==> src/rtl/dual_addressable_latch.sv <==
// Dual 1-of-4 addressable latch with shared address and optional internal scan counter.
// Each channel writes its data bit into one of four registered outputs selected by addr.
module dual_addressable_latch #(
  parameter logic [3:0] RESET_VALUE = 4'b0000
) (
  input  logic       clk,
  input  logic       rst_n,
  input  logic       a,
  input  logic       b,
  input  logic       scan,
  input  logic       enable1,
  input  logic       enable2,
  input  logic       clear1,
  input  logic       clear2,
  input  logic       d1,
  input  logic       d2,
  output logic [3:0] q1,
  output logic [3:0] q2,
  output logic [1:0] addr,
  output logic       wrap
);

  logic [1:0] cnt_q, cnt_d;
  logic       wrap_q, wrap_d;
  logic [3:0] q1_q, q1_d;
  logic [3:0] q2_q, q2_d;
  logic [1:0] sel;

  // Clear (active low) zeroes the channel first; enable (active low) then writes d at sel.
  function automatic logic [3:0] chan_next(input logic [3:0] q, input logic [1:0] s,
                                           input logic en_n, input logic clr_n,
                                           input logic d);
    logic [3:0] nxt;
    nxt = clr_n ? q : 4'b0000;
    if (!en_n) begin
      nxt[s] = d;
    end
    return nxt;
  endfunction

  always_comb begin
    sel = scan ? cnt_q : {b, a};
  end

  always_comb begin
    q1_d   = chan_next(q1_q, sel, enable1, clear1, d1);
    q2_d   = chan_next(q2_q, sel, enable2, clear2, d2);
    cnt_d  = scan ? cnt_q + 2'd1 : cnt_q;
    wrap_d = scan && (cnt_q == 2'd3);
  end

  always_ff @(posedge clk) begin
    if (!rst_n) begin
      q1_q   <= RESET_VALUE;
      q2_q   <= RESET_VALUE;
      cnt_q  <= 2'd0;
      wrap_q <= 1'b0;
    end else begin
      q1_q   <= q1_d;
      q2_q   <= q2_d;
      cnt_q  <= cnt_d;
      wrap_q <= wrap_d;
    end
  end

  assign q1   = q1_q;
  assign q2   = q2_q;
  assign addr = sel;
  assign wrap = wrap_q;

endmodule

==> config.mk <==
export PLATFORM = sky130hd
export DESIGN_NAME = dual_addressable_latch
export DESIGN_NICKNAME = d
export VERILOG_FILES = /design/src/rtl/dual_addressable_latch.sv
export SDC_FILE = /design/constraint.sdc
export NUM_CORES = 1
export LEC_CHECK = 0
export ABC_AREA = 1
export BUFFER_PORTS_ARGS = -buffer_cell sky130_fd_sc_hd__buf_2
export CORE_MARGIN = 5
export CORE_UTILIZATION = 45
export CTS_BUF_LIST = sky130_fd_sc_hd__clkbuf_4 sky130_fd_sc_hd__clkbuf_8 sky130_fd_sc_hd__clkbuf_16
export DETAILED_ROUTE_END_ITERATION = 16
export PLACE_DENSITY_LB_ADDON = 0.15
export SLEW_MARGIN = 5
export SYNTH_ARGS = -nofsm -noshare
export SYNTH_HDL_FRONTEND = slang
export SYNTH_SLANG_ARGS = --single-unit
==> constraint.sdc <==
create_clock -name clk -period 1.7 [get_ports clk]
set_input_delay 0.255 -clock clk [delete_from_list [all_inputs] [get_ports clk]]
set_output_delay 0.255 -clock clk [all_outputs]
set_load 0.05 [all_outputs]
# [After elaboration in Yosys (flattened, before gate mapping)]
# Cells that the tools add are included.
[word_totals] input_bits=11 wordCells=19 output_inout_bits=11 ff_bits=11
[classes] muxes=9 n_eq_ne=1 n_lt_le_gt_ge=2 reduce_logical=2 n_addsub=1
[ops] operator="$mux W4" n=4
[ops] operator="$bwmux W4" n=2
[ops] operator="$lt A2 B3 Y1 const B" n=1
[ops] operator="$add A2 B1 Y2 const B" n=1
[ops] operator="$demux W1 S2" n=1
[ops] operator="$eq A2 B2 Y1 const B" n=1
[ops] operator="$ge A2 B1 Y1 const B" n=1
[ops] operator="$logic_and A1 B1 Y1" n=2
[ops] operator="$mux W2" n=1
[ops] operator="$mux W1" n=1

# [Longest topological paths before layout]
# Gate-level depths: netlist of run 1.
[depth] ltp_word=7 depth_mapped=7 depth_no_buf=7

# [Worst setup path after synthesis of run 1]
# No wires, ideal clock.
[synth_timing] path_kind="flip-flop to flip-flop" from="register cnt_q[0]" to="register q1_q[1], in the netlist q1[1]" required_time_ps=1586 path_buffers=0 path_slack_ps=701 path_stages_with_launch=6 t_arrival_ps=885 setup_ps=114 synth_period_minus_slack_ps=999 cell_sequence="dfxtp_1 nand2_1 nand2_4 nand3_1 nor2_1 nor2_2"
[synth_between] elab_chain_len=7 word_cells_on_any_way=8 cone_classes="order compare (2); mux (5); reduce/logical (1)"
[synth_lines] item="start, declared" line="23" source="logic [1:0] cnt_q, cnt_d;"
[synth_lines] item="start signal, assigned" line="61" source="cnt_q <= cnt_d;"
[synth_lines] item="$mux W2 (*)" line="42" source="sel = scan ? cnt_q : {b, a};"
[synth_lines] item="named net addr[0]" line="19" source="output logic [1:0] addr,"
[synth_lines] item="$lt A2 B3 Y1 (not written as such) / $ge A2 B1 Y1 (equally long branches)" line="36" source="nxt[s] = d;"
[synth_lines] item="$logic_and A1 B1 Y1 (not written as such)" line="36"
[synth_lines] item="$mux W1 (not written as such)" line="36"
[synth_lines] item="$demux W1 S2 (*)" line="36"
[synth_lines] item="$bwmux W4 (*)" line="36"
[synth_lines] item="$mux W4 (*)" line="35" source="if (!en_n) begin"
[synth_lines] item="end signal, assigned" line="59" source="q1_q <= q1_d;"
[synth_lines] item="end, declared" line="25" source="logic [3:0] q1_q, q1_d;"
# Mark *: on every way through the listed nets, which the timed path passes. The rest lies on a longest branch.
# A chain may end at the register's enable or synchronous reset.

# [Worst setup path after layout of run 1]
[layout_timing] from="register cnt_q[0]" to="output addr[0]"
[layout_between] elab_chain_len=1
[layout_lines] item="$mux W2" line="42"
[layout_lines] item="end, declared" line="19"
# No other way between the ends.

==> tab_implementation.tex, run 1 <==
\begin{tabular}{lr}
\hline
Metric & Value \\
\hline
\multicolumn{2}{l}{\textbf{Routing}} \\
\quad Detailed Route Iter0 Violations & 9 \\
\quad Total wire length after detailed routing & 1.243 mm \\
\quad First-pass detailed-route iteration total & 3 \\
\quad Mean number of vias per cell & 4.538 \\
\quad Post-route DRC & 0 \\
\quad Wirelength per Cell & 9.562 um \\
\quad Number of nets still failing antenna checks after routing & 0 \\
\quad Via count & 590 \\
\multicolumn{2}{l}{\textbf{Floorplanning}} \\
\quad Core region area & 1285 um\^{}2 \\
\quad Floorplan die width & 46.76 um \\
\quad Floorplan die height & 46.76 um \\
\quad Row cnt & 13 \\
\quad Top-level port count & 22 \\
\quad Initial Util & 47.32\% \\
\quad Full die area & 2187 um\^{}2 \\
\multicolumn{2}{l}{\textbf{Cells and area}} \\
\quad Share of cells above drive strength 1 & 34.78\% \\
\quad Number of nets in the layout & 128 \\
\quad Number of diodes & 0 \\
\quad Area growth from synthesis to layout & 23.05\% \\
\multicolumn{2}{l}{\textbf{Placement}} \\
\quad Post-detail-place hpwl & 986.8 um \\
\quad Routability congestion estimate from global placement & 0.7209 \\
\quad Buffers added on ports & 21 \\
\quad Pre-CTS setup slack & 0.5018 ns \\
\multicolumn{2}{l}{\textbf{Global routing}} \\
\quad Global-route congestion overflow total & 0 \\
\quad Largest net degree at the start of global routing & 11 \\
\quad Via count of the first global-routing pass & 528 \\
\quad Global-route track usage on met3 & 4.215\% \\
\quad Met1 layer usage reported by global route & 16.32\% \\
\quad Antenna violations before repair & 0 \\
\quad Routing usage on met2 & 22.49\% \\
\quad GRT Util Overall & 14.00\% \\
\quad Global-route wire length before repair & 2.152 mm \\
\quad Routing layer with the top usage in global route & met2 \\
\multicolumn{2}{l}{\textbf{Worst hold path}} \\
\quad Hold Crit Class & in2reg \\
\multicolumn{2}{l}{\textbf{Timing}} \\
\quad Relative max-transition margin & 83.28\% \\
\quad Top achievable clock speed & 725.9 MHz \\
\quad Worst Max-Slew Pin Slew & 0.2526 ns \\
\quad Number of max-slew violations in the final report & 0 \\
\quad Final count of negative-setup-slack endpoints & 0 \\
\quad Fin crit period & 1.378 ns \\
\quad Final Hold Vio Count & 0 \\
\quad Fin crit share & 81.04\% \\
\quad Clock skew after layout & 0.001968 ns \\
\quad Final worst-path setup slack & 0.3223 ns \\
\quad Setup TNS & 0 ns \\
\quad Unrepaired setup endpoints after global routing & no \\
\multicolumn{2}{l}{\textbf{Synth}} \\
\quad Distinct cell type count of the synthesized netlist & 14 \\
\quad Post-synth EDFFs & 0 \\
\quad Share of synthesized flip-flops with an asynchronous set or reset & 0\% \\
\quad Ranking of synthesized cells by area & dfxtp\_1 (36\%), nand2\_1 (19\%), inv\_1 (6.8\%) \\
\quad Cell accounting for the most synthesized area & dfxtp\_1 \\
\quad Post-synthesis cell area & 608.1 um\^{}2 \\
\quad Sequential element share of the synthesized area & 36.21\% \\
\quad Ys flop type & dfxtp\_1 \\
\quad Top post-synthesis cells by count & nand2\_1 (30), dfxtp\_1 (11), inv\_1 (11) \\
\quad Flops \& latches, synth & 11 \\
\quad Fraction of synthesized cell area taken by the top area cell type & 36.21\% \\
\quad Yosys Warn Count & 0 \\
\quad Number of cells produced by synthesis & 91 \\
\quad Most numerous cell in the Yosys netlist & nand2\_1 \\
\quad Post-Syn Nets & 103 \\
\quad Avg Inst Size Synth & 6.682 um\^{}2 \\
\multicolumn{2}{l}{\textbf{CTS}} \\
\quad Worst-case clock buffer depth & 2 \\
\quad TritonCTS clock tree & yes \\
\quad Buffer count from post-CTS setup fixing & 0 \\
\quad Latest clock arrival within the worst-skew pair & 0.27 ns \\
\quad Clock tree root driver cell & clkbuf\_4 \\
\quad Number of buffers added by the clock tree synthesis step & 3 \\
\quad CTS clk-pin slew, worst paths & 0.07 ns \\
\quad Number of gates resized after cts & 0 \\
\quad Clock sink count & 11 \\
\quad Number of buffers inserted for hold repair after clock tree synthesis & 0 \\
\quad CTS H-tree lvls & 1 \\
\multicolumn{2}{l}{\textbf{Power}} \\
\quad Total power of the final layout & 0.6186 mW \\
\quad Maximum resistive drop on vdd & 0.4018 mV \\
\quad Power per unit of standard cell area & 826.7 nW/um\^{}2 \\
\quad Leakage component of the power & 0.4296 nW \\
\multicolumn{2}{l}{\textbf{Worst setup path}} \\
\quad Arrival @ worst endpoint & 1.12 ns \\
\quad Max FO, Critical Path & 5 \\
\quad Crit path required time & 1.44 ns \\
\quad Startpoint class of the critical path & flop \\
\quad Type of element capturing the critical path & output pin \\
\quad Class of the most critical setup path & reg2out \\
\multicolumn{2}{l}{\textbf{Run status}} \\
\quad Status & completed \\
\multicolumn{2}{l}{\textbf{Job}} \\
\quad Max-cap violations & 0 \\
\hline
\end{tabular}
==> final cells by class <==
class	count	area [um^2]
fill	126	536.8
multi-input combinational	67	329.1
clock buffer	4	30.03
inverter	12	45.04
tap	15	18.77
sequential	11	220.2
timing repair buffer	21	105.1
==> routing by layer <==
| layer | routed length [um] | up-vias |
|---|---|---|
| li1 | - | 326 |
| met1 | 559 | 241 |
| met2 | 550 | 18 |
| met3 | 98 | 5 |
| met4 | 34 | 0 |
| met5 | 0 | - |
==> report_power, final <==
part | internal [mW] | switching (mW)
Sequential | 0.269 | 0.00659
Clock | 0.107 | 0.0908
Combinational | 0.0412 | 0.104
Total | 0.417 | 0.201
==> placed cells by master (no fill, tap or decap) <==
cell type  Yosys  final
inv_1         11     11
nor2_2         6      6
nand2_1       30     30
inv_2          1      1
nand2_2        5      5
o21ai_0        1      1
a21oi_1        2      2
nor2_1         9      9
nand3_1        8      8
ha_1           1      1
buf_2          0     21
dfxtp_1       11     11
nand4_1        2      2
clkbuf_4       0      4
nand2_4        3      3
==> logic make-up (layout without fill, tap and decap cells) <==
kind of cell | Yosys count | after routing | share of synthesized area (%)
AND/OR/NAND/NOR | 63 | 63 | 49.59
buffers and inverters | 13 | 37 | 9.670
flip-flops | 11 | 11 | 36.21
AO/OA/AOI/OAI | 3 | 3 | 2.468
adder cells (fa/ha/maj) | 1 | 1 | 2.057
==> per-stage QoR <==
step | std cells | area (um^2) | util (%) | hold WS, ns
2_1_floorplan | 91 | 608.1 | - | 0.3688
3_3_place_gp | 126 | 718.2 | 55.89 | 0.4796
3_5_place_dp | 126 | 718.2 | 55.89 | 0.4819
4_1_cts | 130 | 748.2 | 58.23 | 0.2417
5_1_grt | 130 | 748.2 | 58.23 | 0.2441
6_report | 130 | 748.2 | 58.23 | 0.2477
==> path summary, 6_finish.rpt <==
kind         startpoint        to  slack (ns)  cells after the start
max            cnt_q[0]   addr[0]        0.32                      3
min                scan      wrap        0.25                      3
max reg2reg    cnt_q[0]     q1[2]        0.71                      7
min reg2reg    cnt_q[1]  cnt_q[1]        0.51                      2
==> sequential cells by signal, indices dropped and copies added, names as in the netlist <==
register and cells:
cnt_q 2, q2 4, wrap 1, q1 4
==> worst max-delay path, stage by stage, from the launching register on <==
cell,delay (ns)
dfxtp_1,0.38
nand2_1,0.11
nand2_4,0.10
buf_2,0.26
Note: power is estimated with default switching activity, not from simulation.
==> run 2, diff against run 1 <==
--- a/config.mk
+++ b/config.mk
@@ -8,7 +8,7 @@
 export ABC_AREA = 1
 export BUFFER_PORTS_ARGS = -buffer_cell sky130_fd_sc_hd__buf_2
 export CORE_MARGIN = 5
-export CORE_UTILIZATION = 45
+export CORE_UTILIZATION = 42
 export CTS_BUF_LIST = sky130_fd_sc_hd__clkbuf_4 sky130_fd_sc_hd__clkbuf_8 sky130_fd_sc_hd__clkbuf_16
 export DETAILED_ROUTE_END_ITERATION = 16
 export PLACE_DENSITY_LB_ADDON = 0.15
==> constraint.sdc (replaced) <==
create_clock -name clk -period 1.1 [get_ports clk]
set_input_delay 0.165 -clock clk [delete_from_list [all_inputs] [get_ports clk]]
set_output_delay 0.165 -clock clk [all_outputs]
set_load 0.05 [all_outputs]
==> run 2 against run 1 <==
- global-route usage grew 0.18 points
- register-to-register slack lost 0.67 ns
- sequential power grew 55%
- routed wire length grew 16%
- clock power grew 55%
- first-iteration DRC count grew to 3.1 times the previous value
- critical path type unchanged
- hold slack lost 0.079 ns
- utilization grew 4.8 points
- combinational power grew 94%
- die area grew 5.6%
- critical path depth is the same
- critical endpoint unchanged
- setup slack lost 0.30 ns
- largest cell class unchanged
==> tab_implementation.tex, run 2 (synthesized netlist as in run 1, its figures left out) <==
\begin{tabular}{lr}
\hline
Metric & Value \\
\hline
\multicolumn{2}{l}{\textbf{Timing}} \\
\quad Clock skew after layout & 0.002618 ns (was 0.001968 ns) \\
\quad Top achievable clock speed & 930.4 MHz \\
\quad Fin crit share & 97.71\% \\
\quad Final Hold Vio Count & 0 (unchanged) \\
\quad Worst hold slack & 0.1689 ns (was 0.2477 ns) \\
\quad Worst Max-Slew Pin Slew & 0.2502 ns (was 0.2526 ns) \\
\quad Relative max-transition margin & 83.44\% (was 83.28\%) \\
\quad Unrepaired setup endpoints after global routing & yes (was no) \\
\quad Number of max-slew violations in the final report & 0 (unchanged) \\
\quad Final worst-path setup slack & 0.02516 ns (was 0.3223 ns) \\
\quad Fin crit period & 1.075 ns \\
\quad Final count of negative-setup-slack endpoints & 0 (unchanged) \\
\multicolumn{2}{l}{\textbf{Cells and area}} \\
\quad Fillcell total & 128 (was 126) \\
\quad Number of diodes & 0 (unchanged) \\
\quad Share of cells above drive strength 1 & 46.67\% (was 34.78\%) \\
\quad Final Instance Area & 840.8 um\^{}2 (was 748.2 um\^{}2) \\
\quad Combined flip-flop and latch cell area & 222.7 um\^{}2 (was 220.2 um\^{}2) \\
\quad Number of nets in the layout & 133 (was 128) \\
\quad Area growth from synthesis to layout & 38.27\% (was 23.05\%) \\
\quad Most frequent cells in the layout & nand2\_1 (27), buf\_2 (19), inv\_1 (10) (was nand2\_1 (30), buf\_2 (21), inv\_1 (11), dfxtp\_1 (11), nor2\_1 (9)) \\
\quad Leading cell type in the layout, fill and taps excluded & nand2\_1 (unchanged) \\
\quad Area of the multi-input gates & 361.6 um\^{}2 (was 329.1 um\^{}2) \\
\multicolumn{2}{l}{\textbf{CTS}} \\
\quad Number of buffers inserted for hold repair after clock tree synthesis & 0 (unchanged) \\
\quad CTS H-tree lvls & 1 (unchanged) \\
\quad TritonCTS clock tree & yes (unchanged) \\
\quad Clock tree root driver cell & clkbuf\_4 (unchanged) \\
\quad Worst-case clock buffer depth & 2 (unchanged) \\
\quad Latest clock arrival within the worst-skew pair & 0.27 ns (about the same) \\
\quad Number of buffers added by the clock tree synthesis step & 3 (unchanged) \\
\quad CTS clk-pin slew, worst paths & 0.07 ns (about the same) \\
\quad Clock sink count & 11 (unchanged) \\
\multicolumn{2}{l}{\textbf{Worst setup path}} \\
\quad Type of element capturing the critical path & output pin (unchanged) \\
\quad Worst reg2reg endpoint & q2[2] (was q1[2]) \\
\quad Launch point of the critical path & cnt\_q[0] (unchanged) \\
\quad Worst reg-to-reg setup slack & 0.04 ns (was 0.71 ns) \\
\quad End point of the critical path & addr[0] (unchanged) \\
\quad R2r worst-path depth & 7 (unchanged) \\
\quad Max FO, Critical Path & 3 (was 5) \\
\quad Arrival @ worst endpoint & 0.91 ns (was 1.12 ns) \\
\quad Worst reg2reg startpoint & cnt\_q[0] (unchanged) \\
\quad Crit path required time & 0.94 ns (was 1.44 ns) \\
\quad Class of the most critical setup path & reg2out (unchanged) \\
\quad Startpoint class of the critical path & flop (unchanged) \\
\multicolumn{2}{l}{\textbf{Floorplanning}} \\
\quad Floorplan die height & 48.05 um (was 46.76 um) \\
\quad Row cnt & 13 (unchanged) \\
\quad Floorplan die width & 48.05 um (was 46.76 um) \\
\quad Full die area & 2309 um\^{}2 (was 2187 um\^{}2) \\
\quad Initial Util & 45.59\% (was 47.32\%) \\
\quad Core region area & 1334 um\^{}2 (was 1285 um\^{}2) \\
\quad Top-level port count & 22 (unchanged) \\
\multicolumn{2}{l}{\textbf{Global routing}} \\
\quad Global-route congestion overflow total & 0 (unchanged) \\
\quad Largest net degree at the start of global routing & 11 (unchanged) \\
\quad Antenna violations before repair & 0 (unchanged) \\
\quad Via count of the first global-routing pass & 560 (was 528) \\
\quad Global-route wire length before repair & 2.235 mm (was 2.152 mm) \\
\quad GRT Util Overall & 14.18\% (was 14.00\%) \\
\multicolumn{2}{l}{\textbf{Routing}} \\
\quad First-pass detailed-route iteration total & 4 (was 3) \\
\quad Total wire length after detailed routing & 1.442 mm (was 1.243 mm) \\
\quad Post-route DRC & 0 (unchanged) \\
\quad Wirelength per Cell & 10.68 um (was 9.562 um) \\
\quad Detailed Route Iter0 Violations & 28 (was 9) \\
\quad Mean number of vias per cell & 4.785 (was 4.538) \\
\quad Number of nets still failing antenna checks after routing & 0 (unchanged) \\
\quad Via count & 646 (was 590) \\
\multicolumn{2}{l}{\textbf{Placement}} \\
\quad Placed Instance Area & 718.2 um\^{}2 (unchanged) \\
\quad Pre-CTS setup slack & 0.08609 ns (was 0.5018 ns) \\
\quad Routability congestion estimate from global placement & 0.7698 (was 0.7209) \\
\quad Buffers added on ports & 21 (unchanged) \\
\quad Post-detail-place hpwl & 970.8 um (was 986.8 um) \\
\multicolumn{2}{l}{\textbf{Power}} \\
\quad Total power of the final layout & 1.015 mW (was 0.6186 mW) \\
\quad Power share of the clock group & 30.1\% (was 32.0\%) \\
\quad Internal power & 0.6803 mW (was 0.4173 mW) \\
\quad Net load switching power & 0.3346 mW (was 0.2012 mW) \\
\quad Power per unit of standard cell area & 1207 nW/um\^{}2 (was 826.7 nW/um\^{}2) \\
\quad Sequential cell fraction of total power & 42.1\% (was 44.6\%) \\
\quad Fraction of power spent switching nets & 32.97\% (was 32.53\%) \\
\quad Maximum resistive drop on vdd & 0.6089 mV (was 0.4018 mV) \\
\quad Portion of total power attributed to combinational logic & 27.8\% (was 23.4\%) \\
\quad Leakage component of the power & 0.4664 nW (was 0.4296 nW) \\
\multicolumn{2}{l}{\textbf{Worst hold path}} \\
\quad Hold Crit Class & in2reg (unchanged) \\
\multicolumn{2}{l}{\textbf{Run status}} \\
\quad Status & completed (unchanged) \\
\multicolumn{2}{l}{\textbf{Job}} \\
\quad Max-cap violations & 0 (unchanged) \\
\hline
\end{tabular}
[run 2: changes by cell type in the layout (fill, tap and decap cells not counted), moves of 3 or more]
cell,before,now
buf_4,0,5
nand2_1,30,27
nand3_1,8,5
nand3_2,0,3
[run 2: repair_timing]
action	4_1_cts	5_1_grt
buffers inserted	2	3
setup endpoints to repair	2	8
pin swaps	2	7
gates resized for setup	9	10
gates cloned	0	0
[run 2: worst min path at each step]
stage | to | startpoint | cells past startpoint
global route | q1[2] | d1 | 3
global placement | wrap | scan | 3
finish | q1[2] | d1 | 3
detailed placement | wrap | scan | 3
CTS | wrap | scan | 3
floorplan | wrap | scan | 2
[run 2: area by class of cell]
| cell class | count | area share, % |
|---|---|---|
| timing repair buffer | 26 | 19.35 |
| inverter | 12 | 5.357 |
| sequential | 11 | 26.49 |
| tap | 15 | 2.232 |
| multi-input combinational | 67 | 43.01 |
| clock buffer | 4 | 3.571 |
[run 2: power by group through the flow]
| stage | logic [mW] | registers [mW] | clock network, mW |
|---|---|---|---|
| after global routing | 0.308 | 0.429 | 0.334 |
| final | 0.282 | 0.427 | 0.306 |
| after floorplan | 0.125 | 0.477 | 0 |
| after detailed placement | 0.225 | 0.436 | 0 |
| after global placement | 0.223 | 0.435 | 0 |
| after CTS | 0.252 | 0.426 | 0.315 |
[run 2: per-layer routing]
metal,global-route usage [%],vias up,routed length (um)
li1,-,335,-
met1,16.26,272,640
met2,21.90,35,643
met3,7.143,4,126
met4,6.452,0,31
met5,0,-,0
[run 2: stage by stage]
| stage | utilization [%] | instances | TNS, ns |
|---|---|---|---|
| finish | 63.04 | 135 | 0 |
| global route | 63.04 | 135 | -0.05646 |
| CTS | 59.10 | 132 | 0 |
| detailed placement | 53.85 | 126 | 0 |
| global placement | 53.85 | 126 | 0 |
| floorplan | - | 91 | 0 |
[run 2: critical path, cell delays in order (launching register included)]
cell     delay, ns
dfxtp_2       0.34
nand2_2       0.07
nand2_4       0.09
buf_8         0.14
